File: src/rtl/ahbl_regs_system_csr.sv
// AHB-Lite system configuration register bank feeding the system pass-through stage.
// Muxsplit switch groups use break-before-make so their analog switches never overlap.
//
// Bus data-phase FSM
//   state    | meaning
//   BUS_IDLE | no data phase in progress
//   BUS_DATA | OKAY data phase (zero wait state)
//   BUS_ERR1 | first ERROR cycle: hreadyout = 0, hresp = 1
//   BUS_ERR2 | second ERROR cycle: hreadyout = 1, hresp = 1
//
// Per-group BBM FSM
//   state    | meaning
//   BBM_IDLE | group output equals its target
//   BBM_GAP  | group output held at 0 while the counter runs down
module ahbl_regs_system_csr #(
  parameter int BBM_CYCLES = 4,
  parameter int ADDR_W     = 6
) (
  input  logic              clk,
  input  logic              rst_n,
  input  logic              hsel,
  input  logic [ADDR_W-1:0] haddr,
  input  logic [1:0]        htrans,
  input  logic              hwrite,
  input  logic [2:0]        hsize,
  input  logic [31:0]       hwdata,
  input  logic              hready,
  output logic              hreadyout,
  output logic              hresp,
  output logic [31:0]       hrdata,
  output logic [5:0]        bus_muxsplit_se,
  output logic [5:0]        bus_muxsplit_sw,
  output logic [5:0]        bus_muxsplit_ne,
  output logic [5:0]        bus_muxsplit_nw,
  output logic              bus_vref_e_vrefgen_en,
  output logic              bus_vref_w_vrefgen_en,
  output logic [4:0]        bus_vref_e_ref_sel,
  output logic [4:0]        bus_vref_w_ref_sel,
  output logic              bus_user_ahb_enable,
  output logic [15:0]       bus_user_irqs_enable,
  output logic [5:0]        bus_sio_cfg,
  input  logic              bus_mgmt_select
);

  typedef enum logic [1:0] {BUS_IDLE, BUS_DATA, BUS_ERR1, BUS_ERR2} bus_state_e;
  typedef enum logic {BBM_IDLE, BBM_GAP} bbm_state_e;

  localparam logic [3:0] BBM_LOAD = 4'(BBM_CYCLES);

  bus_state_e bus_state_q, bus_state_d;
  logic [2:0] addr_q, addr_d;
  logic       write_q, write_d;

  bbm_state_e bbm_state_q [4];
  bbm_state_e bbm_state_d [4];
  logic [3:0] cnt_q [4];
  logic [3:0] cnt_d [4];
  logic [5:0] tgt_q [4];
  logic [5:0] tgt_d [4];
  logic [5:0] out_q [4];
  logic [5:0] out_d [4];
  logic [3:0] busy;

  logic       e_en_q, e_en_d, w_en_q, w_en_d;
  logic [4:0] e_sel_q, e_sel_d, w_sel_q, w_sel_d;
  logic       ahb_en_q, ahb_en_d;
  logic [15:0] irqs_q, irqs_d;
  logic [5:0] sio_q, sio_d;
  logic       mgmt_meta_q, mgmt_meta_d, mgmt_sync_q, mgmt_sync_d;

  logic        accept, addr_err, wr_en, rd_en;
  logic [31:0] rd_data;
  logic        unused_bits;

  assign accept   = hsel & hready & htrans[1];
  assign addr_err = (hsize != 3'b010) | haddr[5];
  assign wr_en    = (bus_state_q == BUS_DATA) & write_q;
  assign rd_en    = (bus_state_q == BUS_DATA) & ~write_q;
  // Only word offsets 0x00..0x1C are decoded; remaining bits are don't-care.
  assign unused_bits = ^{haddr, hwdata[15:14]};

  always_comb begin
    bus_state_d = BUS_IDLE;
    addr_d      = addr_q;
    write_d     = write_q;
    if (bus_state_q == BUS_ERR1) begin
      bus_state_d = BUS_ERR2;
    end else if (accept) begin
      addr_d      = haddr[4:2];
      write_d     = hwrite;
      bus_state_d = addr_err ? BUS_ERR1 : BUS_DATA;
    end
  end

  assign hreadyout = (bus_state_q != BUS_ERR1);
  assign hresp     = (bus_state_q == BUS_ERR1) | (bus_state_q == BUS_ERR2);

  always_comb begin
    e_en_d   = e_en_q;
    e_sel_d  = e_sel_q;
    w_en_d   = w_en_q;
    w_sel_d  = w_sel_q;
    ahb_en_d = ahb_en_q;
    irqs_d   = irqs_q;
    sio_d    = sio_q;
    if (wr_en) begin
      case (addr_q)
        3'd4: begin
          e_en_d  = hwdata[0];
          e_sel_d = hwdata[5:1];
          w_en_d  = hwdata[8];
          w_sel_d = hwdata[13:9];
        end
        3'd5: begin
          ahb_en_d = hwdata[0];
          irqs_d   = hwdata[31:16];
        end
        3'd6: sio_d = hwdata[5:0];
        default: ;
      endcase
    end
  end

  // A write during a gap restarts the gap so the new target also gets a full break.
  always_comb begin
    for (int g = 0; g < 4; g++) begin
      bbm_state_d[g] = bbm_state_q[g];
      cnt_d[g]       = cnt_q[g];
      tgt_d[g]       = tgt_q[g];
      out_d[g]       = out_q[g];
      case (bbm_state_q[g])
        BBM_IDLE: begin
          if (wr_en && addr_q == 3'(g)) begin
            tgt_d[g] = hwdata[5:0];
            if (hwdata[5:0] != out_q[g]) begin
              out_d[g]       = '0;
              cnt_d[g]       = BBM_LOAD;
              bbm_state_d[g] = BBM_GAP;
            end
          end
        end
        default: begin
          if (wr_en && addr_q == 3'(g)) begin
            tgt_d[g] = hwdata[5:0];
            cnt_d[g] = BBM_LOAD;
          end else if (cnt_q[g] == 4'd1) begin
            cnt_d[g]       = '0;
            out_d[g]       = tgt_q[g];
            bbm_state_d[g] = BBM_IDLE;
          end else begin
            cnt_d[g] = cnt_q[g] - 4'd1;
          end
        end
      endcase
    end
  end

  always_comb begin
    for (int g = 0; g < 4; g++) begin
      busy[g] = (bbm_state_q[g] == BBM_GAP);
    end
  end

  assign mgmt_meta_d = bus_mgmt_select;
  assign mgmt_sync_d = mgmt_meta_q;

  always_comb begin
    rd_data = '0;
    case (addr_q)
      3'd0, 3'd1, 3'd2, 3'd3: rd_data = {26'b0, tgt_q[addr_q[1:0]]};
      3'd4: rd_data = {18'b0, w_sel_q, w_en_q, 2'b0, e_sel_q, e_en_q};
      3'd5: rd_data = {irqs_q, 15'b0, ahb_en_q};
      3'd6: rd_data = {26'b0, sio_q};
      default: rd_data = {24'b0, busy, 3'b0, mgmt_sync_q};
    endcase
  end

  assign hrdata = rd_en ? rd_data : 32'b0;

  always_ff @(posedge clk or negedge rst_n) begin
    if (!rst_n) begin
      bus_state_q <= BUS_IDLE;
      addr_q      <= '0;
      write_q     <= 1'b0;
      e_en_q      <= 1'b0;
      e_sel_q     <= '0;
      w_en_q      <= 1'b0;
      w_sel_q     <= '0;
      ahb_en_q    <= 1'b0;
      irqs_q      <= '0;
      sio_q       <= '0;
      mgmt_meta_q <= 1'b0;
      mgmt_sync_q <= 1'b0;
      for (int g = 0; g < 4; g++) begin
        bbm_state_q[g] <= BBM_IDLE;
        cnt_q[g]       <= '0;
        tgt_q[g]       <= '0;
        out_q[g]       <= '0;
      end
    end else begin
      bus_state_q <= bus_state_d;
      addr_q      <= addr_d;
      write_q     <= write_d;
      e_en_q      <= e_en_d;
      e_sel_q     <= e_sel_d;
      w_en_q      <= w_en_d;
      w_sel_q     <= w_sel_d;
      ahb_en_q    <= ahb_en_d;
      irqs_q      <= irqs_d;
      sio_q       <= sio_d;
      mgmt_meta_q <= mgmt_meta_d;
      mgmt_sync_q <= mgmt_sync_d;
      for (int g = 0; g < 4; g++) begin
        bbm_state_q[g] <= bbm_state_d[g];
        cnt_q[g]       <= cnt_d[g];
        tgt_q[g]       <= tgt_d[g];
        out_q[g]       <= out_d[g];
      end
    end
  end

  assign bus_muxsplit_se       = out_q[0];
  assign bus_muxsplit_sw       = out_q[1];
  assign bus_muxsplit_ne       = out_q[2];
  assign bus_muxsplit_nw       = out_q[3];
  assign bus_vref_e_vrefgen_en = e_en_q;
  assign bus_vref_e_ref_sel    = e_sel_q;
  assign bus_vref_w_vrefgen_en = w_en_q;
  assign bus_vref_w_ref_sel    = w_sel_q;
  assign bus_user_ahb_enable   = ahb_en_q;
  assign bus_user_irqs_enable  = irqs_q;
  assign bus_sio_cfg           = sio_q;

endmodule

File: config.mk
export PLATFORM = sky130hd
export DESIGN_NAME = ahbl_regs_system_csr
export DESIGN_NICKNAME = d
export VERILOG_FILES = /design/src/rtl/ahbl_regs_system_csr.sv
export SDC_FILE = /design/constraint.sdc
export NUM_CORES = 1
export LEC_CHECK = 0
export CORE_UTILIZATION = 54
export CTS_CLUSTER_SIZE = 10
export DETAILED_ROUTE_END_ITERATION = 12
export PLACE_DENSITY = 0.95
export SLEW_MARGIN = 20
export SYNTH_ARGS = -nofsm -noshare
export SYNTH_HDL_FRONTEND = slang
export SYNTH_SLANG_ARGS = --single-unit
File: constraint.sdc
create_clock -name clk -period 3.49 [get_ports clk]
set_clock_uncertainty 0.05 [all_clocks]
set_input_delay 0.698 -clock clk [delete_from_list [all_inputs] [get_ports clk]]
set_output_delay 0.698 -clock clk [all_outputs]
set_load 0.02 [all_outputs]
==> results of run 1 <==
-- stage by stage --
stage               power, W  instances  worst slack [ns]
finish               0.00635        762            0.0584
global route         0.00666        762            0.0183
CTS                  0.00632        762            0.0654
detailed placement   0.00549        746             0.545
global placement     0.00528        746             0.571
floorplan            0.00423        492              1.24
-- power by group --
part	switching (W)	total (W)	internal, W
registers	0.000729	0.00261	0.00188
logic	0.00143	0.00292	0.00149
clock network	0.000470	0.000811	0.000341
total	0.00263	0.00635	0.00372
-- metal layers --
layer  track usage [%]  up-vias  wire length (um)
li1                  -     1978                 -
met1              35.2     2192              5760
met2              49.5      244              7760
met3              6.02       36              1090
met4              10.1        0               393
met5                 0        -                 0
-- worst reg2reg max path: stages, from the launching register on --
cell and delay, ns:
dfrtp_1 0.60, buf_4 0.27, nand2b_1 0.41, nor2_1 0.23, or4b_2 0.70, o311ai_1 0.12
-- synthesized netlist by cell type, types with 2 or more instances --
cell type	n	area share, %
inv_1	18	1.2
and2_1	22	2.4
a2bb2oi_2	2	0.53
a211o_1	4	0.62
buf_4	3	0.40
mux2_2	53	11
o311ai_1	2	0.31
nor2_1	41	2.7
o21ai_0	7	0.62
mux2i_1	25	4.4
or4_1	2	0.26
dfrtp_1	111	49
o311ai_0	3	0.46
nor4_1	5	0.55
nor3_1	3	0.26
mux4_2	3	1.2
nor3b_1	4	0.53
a211oi_4	2	0.71
nand2_1	54	3.6
a22oi_1	3	0.40
or4b_2	2	0.35
xor2_1	24	3.7
a21oi_1	3	0.26
nand2b_1	7	0.77
ha_1	8	1.8
a221o_1	2	0.35
nand3_1	5	0.44
clkbuf_1	9	0.60
o211ai_4	2	0.75
buf_2	10	0.88
nor4_2	2	0.44
o32ai_1	5	0.77
or3_1	3	0.33
o211ai_2	2	0.44
and3_1	5	0.55
o31ai_1	2	0.26
nand4_1	3	0.33
or2_2	2	0.22
mux4_1	4	1.9
buf_6	3	0.60
nor2b_1	2	0.22
or2_4	2	0.31
-- cell families (layout without fill, tap and decap cells) --
kind of cell,Yosys count,after routing,synth area share (%)
simple gates,169,169,15.2
flops,111,111,49.0
mux,85,85,18.0
compound gates,49,49,8.50
buf+inv,44,178,3.73
xor+xnor,24,24,3.71
fa+ha+maj,8,8,1.77
other cells,1,2,0.0662
-- state kept, by name, indices dropped and copies added, names as in the netlist, 2 cells and up --
name                  count
bus_vref_w_ref_sel        5
bus_muxsplit_nw           6
bus_sio_cfg               6
bus_vref_e_ref_sel        5
bus_muxsplit_sw           6
bbm_state_q               4
bus_state_q               2
tgt_q                    24
cnt_q                    16
addr_q                    3
bus_muxsplit_ne           6
bus_muxsplit_se           6
bus_user_irqs_enable     16
-- worst paths after layout --
| check | start | to | slack, ns | depth (start not counted) |
|---|---|---|---|---|
| worst max-delay path | bus_state_q[1] | hrdata[5] | 0.06 | 5 |
| worst min-delay path | rst_n | cnt_q[7] | 0.30 | 1 |
| worst max register to register | addr_q[1] | cnt_q[15] | 1.00 | 5 |
| worst min register to register | mgmt_meta_q | mgmt_sync_q | 0.38 | 0 |
| max in group asynchronous | rst_n | addr_q[0] | 2.35 | 2 |
| min in group clk | mgmt_meta_q | mgmt_sync_q | 0.38 | 0 |
-- final cells by class --
type,count,area [sq um],area share (%)
Inverter,18,67.6,0.924
Clock buffer,9,124,1.69
Tap cell,136,170,2.33
Clock inverter,7,80.1,1.10
Multi-Input combinational cell,337,2680,36.6
Timing Repair Buffer,144,1410,19.3
Sequential cell,111,2780,38.0
==> results.toml, run 1 <==
[clock_network]
cts_hold_buf = 0
cts_buffer_depth = 2
cts_max_level = 3
cts.repair.resized = 0
clockRootBuffer = "clkbuf_8"
clock_sinks = 111
post-cts-setup-buffer-count = 0
cts_tree = "yes"
insertion_delay_ns = 0.38
cts_inserted_buffers = 9
path_clk_slew_ns = 0.11

[grt]
grt_pass1_vias = 4705
grt_max_degree = 84
grt_pass1_wl_um = 24000
grt_usage_pct = 28.6
antenna_found_initial = 0
gr-total-overflow = 0

[placement]
port_buffers = 132
placed_cell_area_sq_mm = 0.00710
gp_congestion = 0.883
dp.final_hpwl_um = 10900

[cells_and_area]
fin_util_pct = 71.5
layout_common_cells = "131 x clkdlybuf4s50_1, 110 x dfrtp_1, 54 x nand2_1, 53 x mux2_2, 41 x nor2_1"
area_delta_synth_final_pct = 29.1
fillers = 675
final_cell_area_sq_mm = 0.00731
nets = 678
diodes = 0
drive_gt1_share_pct = 17.7
final_common_cell = "clkdlybuf4s50_1"

[synth]
ys_ff_latch = 111
synth_edf_count = 0
ys.flop_type = "dfrtp_1"
netlist_instances = 491
syn-cell-area_sq_mm = 0.00566
synthArstFlopShare_pct = 100
synth.avg_cell_area_sq_um = 11.5
synth_seq_area_share_pct = 49.0
yosys.cell_types.count = 59
ys_warn_count = 0

[sta]
setup_tns_ns = 0
report.final.slew_viol_count = 0
max_freq_ghz = 0.291
rsz0062_at_grt = "no"
hold_violations = 0
min_period_ns = 3.43
setup_viol = 0
worst_pin_slew_ns = 0.769
period_share_pct = 98.3
max_slew_margin_pct = 48.6
whs_ns = 0.299

[routing]
drc = 0
drt_iter0_drc = 346
vias = 4450
detail_route.vias_per_cell = 5.84
routed_wl_um = 15000
routedWlPerCell_um = 19.7
dr.pass1.iters = 7
ant_nets = 0

[critical_path]
path_delay_family = "simple AND/OR/NAND/NOR gates"
arrival_ns = 2.68
critPathMaxFanout = 6
cp_slowest_cell = "clkdlybuf4s50_1"
cp_cell_sequence = "nand2b_1 -> nor2_1 -> o21ai_0 -> nor3_1 -> clkdlybuf4s50_1"
crit_buf_inv = 1
end_kind = "output pin"
path_class = "reg -> out"
critPathMaxStageDelay_ns = 0.70
critPathLaunchType = "flip-flop"
cp_data_required_time_ns = 2.74

[power]
p_per_area_mw_per_mm2 = 868
power.leakage_nw = 3.36
peakVddDrop_uv = 435

[floorplanning]
start_util_pct = 55.4
ios = 142
core_area_sq_mm = 0.0102
num_rows = 37
die-area_sq_mm = 0.0109
die_height_um = 104
die_width_um = 104

[min_path]
min_path_type = "in -> async"

[job]
cap_violations = 0

[status]
status = "finished clean"
Power figures use the tool's default switching activity.
==> run 2, diff against run 1 <==
Settings changed: CORE_MARGIN from default to 4.
Clock period 3.49 ns to 4 ns, I/O delays scaled along.
==> run 2 against run 1 <==
  * Largest power group unchanged
  * Sequential cell count unchanged
  * Non-clock buffer count down 6
  * Final area down 0.53%
  * Global-route usage down 3.8 points
  * Clock power down 14%
  * Final cell count down 0.79%
  * Highest routed layer unchanged
==> results.toml, run 2 (synthesized netlist as in run 1, its figures left out) <==
[status]
status = "finished clean"

[sta]
period_share_pct = 92.5
rsz0062_at_grt = "no"
max_freq_ghz = 0.270
report.final.slew_viol_count = 0
hold_violations = 0
setup_tns_ns = 0
min_period_ns = 3.70
setup_viol = 0
final.setup.worst_slack_ns = 0.299
worst_pin_slew_ns = 0.919
max_slew_margin_pct = 38.2

[clock_network]
cts_hold_buf = 0
cts_tree = "yes"
cts_buffer_depth = 2
clock_sinks = 111
cts_max_level = 3
post-cts-setup-buffer-count = 0
path_clk_slew_ns = 0.12
clockRootBuffer = "clkbuf_8"
insertion_delay_ns = 0.39
cts.repair.resized = 0
cts_inserted_buffers = 9

[routing]
routed_wl_um = 15000
drc = 0
detail_route.vias_per_cell = 5.88
ant_nets = 0
vias = 4448
drt_iter0_drc = 326
routedWlPerCell_um = 19.9
dr.pass1.iters = 5

[critical_path]
path_delay_family = "simple AND/OR/NAND/NOR gates"
rrSetupSlack_ns = 1.28
startpoint = "bus_state_q[1]"
crit_end = "hrdata[11]"
cp_data_required_time_ns = 3.15
reg2reg_depth = 4
critPathMaxFanout = 6
critPathLaunchType = "flip-flop"
r2r_end = "bus_muxsplit_nw[1]"
cp_cell_sequence = "nor2b_1 -> nand2b_1 -> nor4_1 -> and2_1 -> clkdlybuf4s50_1"
crit_buf_inv = 1
cp_slowest_cell = "nor4_1"
critPathMaxStageDelay_ns = 0.75
r2r_start = "addr_q[1]"
end_kind = "output pin"
cp_num_cells = 5
arrival_ns = 2.85
path_class = "reg -> out"

[floorplanning]
die_height_um = 110
start_util_pct = 55.1
die-area_sq_mm = 0.0122
die_width_um = 110
ios = 142
core_area_sq_mm = 0.0103
num_rows = 37

[grt]
gr-total-overflow = 0
grt_usage_pct = 24.7
antenna_found_initial = 0
grt_max_degree = 61
grt_pass1_wl_um = 24300
grt_pass1_vias = 4722

[power]
p_per_area_mw_per_mm2 = 756
power.leakage_nw = 3.33
peakVddDrop_uv = 382

[min_path]
min_path_type = "reg -> reg"

[cells_and_area]
layout_common_cells = "131 x clkdlybuf4s50_1, 111 x dfrtp_1, 54 x nand2_1, 53 x mux2_2, 41 x nor2_1"
drive_gt1_share_pct = 16.8
fillers = 722
nets = 672
diodes = 0
multi_input_area_sq_mm = 0.00268
final_common_cell = "clkdlybuf4s50_1"
largest_reg_flops = 24
area_delta_synth_final_pct = 28.4
regMostFlops = "tgt_q"
seqCellArea_sq_mm = 0.00278

[job]
cap_violations = 0

[placement]
port_buffers = 132
dp.final_hpwl_um = 11100
place_ws_ns = 0.849
gp_congestion = 0.890
[run 2: cell types whose count changed in the layout (fill, tap and decap cells not counted)]
cell	change
inv_6	-1
buf_4	-6
dfrtp_2	-1
buf_6	-1
clkinvlp_4	+1
dfrtp_1	+1
buf_12	+1
[run 2: layer usage]
layer / global-route usage, % / part of all wire (%) / routed length, um
met5: 0 / 0 / 0
met4: 9.20 / 2.9 / 435
met3: 6.03 / 6.8 / 1020
met2: 42.9 / 53 / 7920
met1: 29.9 / 38 / 5660
[run 2: stage by stage]
step | util (%) | hold slack (ns) | cells | power, W | area [sq um]
after global placement | 68.8 | 0.316 | 740 | 0.00460 | 7070
after global routing | 70.8 | 0.345 | 756 | 0.00581 | 7270
after floorplan | - | 0.281 | 492 | 0.00369 | 5670
after CTS | 70.8 | 0.342 | 756 | 0.00549 | 7270
final | 70.8 | 0.347 | 756 | 0.00550 | 7270
after detailed placement | 68.8 | 0.319 | 740 | 0.00478 | 7070
[run 2: how the worst min path moves through the flow]
| stage | from | to | slack, ns | cells after the start |
|---|---|---|---|---|
| 2_1_floorplan | mgmt_meta_q | mgmt_sync_q | 0.28 | 0 |
| 3_3_place_gp | mgmt_meta_q | mgmt_sync_q | 0.32 | 0 |
| 3_5_place_dp | mgmt_meta_q | mgmt_sync_q | 0.32 | 0 |
| 4_1_cts | mgmt_meta_q | mgmt_sync_q | 0.34 | 0 |
| 5_1_grt | mgmt_meta_q | mgmt_sync_q | 0.35 | 0 |
| 6_report | mgmt_meta_q | mgmt_sync_q | 0.35 | 0 |
[run 2: area by class of cell]
class | instances | area share (%)
Clock buffer | 9 | 1.70
Clock inverter | 7 | 1.08
Inverter | 18 | 0.929
Multi-Input combinational cell | 337 | 36.8
Sequential cell | 111 | 38.2
Tap cell | 136 | 2.34
Timing Repair Buffer | 138 | 18.9
[run 2: report_power, final]
group          switching (W)  internal, W
logic                0.00122      0.00129
registers           0.000646      0.00164
clock network       0.000405     0.000295
==> run 3, diff against run 2 <==
Settings changed: CORE_MARGIN 4 to default, PLACE_DENSITY 0.95 to default, PLACE_DENSITY_LB_ADDON from default to 0.12.
==> run 3 against run 2 <==
  * Via count shrank 3.7%
  * Wire length shrank 7.7%
  * Register-to-register slack gained 0.04 ns
  * Critical path type unchanged
  * Largest power group unchanged
==> results.toml, run 3 (synthesized netlist as in run 1, its figures left out) <==
[power]
internal-power_w = 0.00323
switchingPower_w = 0.00221
power.leakage_nw = 3.34
switching_share_pct = 40.6
peakVddDrop_uv = 380
p_per_area_mw_per_mm2 = 747
pwr-share-comb_pct = 45.6
p_seq_share_pct = 41.6
p_clk_share_pct = 12.8

[clock_network]
post-cts-setup-buffer-count = 0
cts_hold_buf = 0
cts_max_level = 3
clockRootBuffer = "clkbuf_8"
cts_buffer_depth = 2
cts.repair.resized = 0
clock_sinks = 111
cts_inserted_buffers = 9
cts_tree = "yes"
insertion_delay_ns = 0.39
path_clk_slew_ns = 0.11

[cells_and_area]
diodes = 0
regMostFlops = "tgt_q"
fin_util_pct = 71.2
nets = 673
largest_reg_flops = 24
drive_gt1_share_pct = 16.9
area_delta_synth_final_pct = 28.6
final_common_cell = "clkdlybuf4s50_1"
layout_common_cells = "131 x clkdlybuf4s50_1, 111 x dfrtp_1, 54 x nand2_1, 53 x mux2_2, 41 x nor2_1"

[floorplanning]
core_area_sq_mm = 0.0102
die_height_um = 104
start_util_pct = 55.4
num_rows = 37
die-area_sq_mm = 0.0109
ios = 142
die_width_um = 104

[sta]
report.final.slew_viol_count = 0
period_share_pct = 87.4
hold_violations = 0
setup_tns_ns = 0
min_period_ns = 3.50
max_slew_margin_pct = 42.4
max_freq_ghz = 0.286
setup_viol = 0
rsz0062_at_grt = "no"
worst_pin_slew_ns = 0.865

[placement]
dp.final_hpwl_um = 10200
port_buffers = 132
gp_congestion = 0.804

[routing]
drc = 0
vias = 4282
routedWlPerCell_um = 18.3
drt_iter0_drc = 184
dr.pass1.iters = 5
ant_nets = 0
routed_wl_um = 13900
detail_route.vias_per_cell = 5.66

[critical_path]
cp_cell_sequence = "mux4_1 -> a22oi_1 -> nor2_1 -> clkdlybuf4s50_1"
critPathMaxFanout = 18
path_class = "reg -> out"
arrival_ns = 2.65
critPathMaxStageDelay_ns = 0.77
cp_data_required_time_ns = 3.15
end_kind = "output pin"
critPathLaunchType = "flip-flop"
cp_slowest_cell = "dfrtp_1"

[grt]
grt_usage_pct = 26.5
gr-total-overflow = 0
grt_max_degree = 66
antenna_found_initial = 0
grt_pass1_wl_um = 22300
grt_pass1_vias = 4315

[job]
cap_violations = 0

[min_path]
min_path_type = "reg -> reg"

[status]
status = "finished clean"
[run 3: worst max-delay path, delay by kind of cell (launching register included)]
| kind | cells | cell delay (ns) |
|---|---|---|
| flops | 1 | 0.77 |
| buf+inv | 1 | 0.56 |
| simple gates | 1 | 0.06 |
| compound gates | 1 | 0.21 |
| mux | 1 | 0.67 |
[run 3: routing by layer]
| metal | global-route usage, % | wire [um] | vias up |
|---|---|---|---|
| met3 | 5.45 | 648 | 23 |
| met2 | 43.7 | 7060 | 136 |
| li1 | - | - | 1967 |
| met5 | 0 | 0 | - |
| met1 | 34.2 | 5900 | 2156 |
| met4 | 10.4 | 279 | 0 |
[run 3: power groups by stage]
stage	Combinational (W)	Sequential [W]	Clock (W)
after floorplan	0.00133	0.00235	0
after global placement	0.00239	0.00224	0
after detailed placement	0.00248	0.00227	0
after CTS	0.00249	0.00225	0.000715
after global routing	0.00266	0.00234	0.000751
final	0.00248	0.00226	0.000699
[run 3: cell type report]
type | instances | area [sq um]
Fill cell | 760 | 2950
Sequential cell | 111 | 2780
Timing Repair Buffer | 139 | 1380
Inverter | 18 | 67.6
Tap cell | 136 | 170
Clock inverter | 7 | 80.1
Clock buffer | 9 | 124
Multi-Input combinational cell | 337 | 2680
[run 3: stage by stage]
step	power (W)	instances	area, sq um	hold WS [ns]	setup WS, ns
after floorplan	0.00369	492	5670	0.281	1.65
after global placement	0.00463	741	7080	0.284	0.946
after CTS	0.00546	757	7280	0.319	0.484
after global routing	0.00575	757	7280	0.321	0.383
final	0.00544	757	7280	0.314	0.502
after detailed placement	0.00475	741	7080	0.293	0.927
[run 3: path summary, 6_finish.rpt]
| path | to | slack, ns | from | cells after the start |
|---|---|---|---|---|
| max in group asynchronous | cnt_q[2] | 2.69 | rst_n | 2 |
| worst max register to register | bus_muxsplit_nw[1] | 1.32 | addr_q[1] | 4 |
| worst min-delay path | mgmt_sync_q | 0.31 | mgmt_meta_q | 0 |
| worst min register to register | mgmt_sync_q | 0.31 | mgmt_meta_q | 0 |
| min in group asynchronous | bus_vref_w_ref_sel[1] | 0.46 | rst_n | 1 |
| worst max-delay path | hrdata[3] | 0.50 | addr_q[0] | 4 |
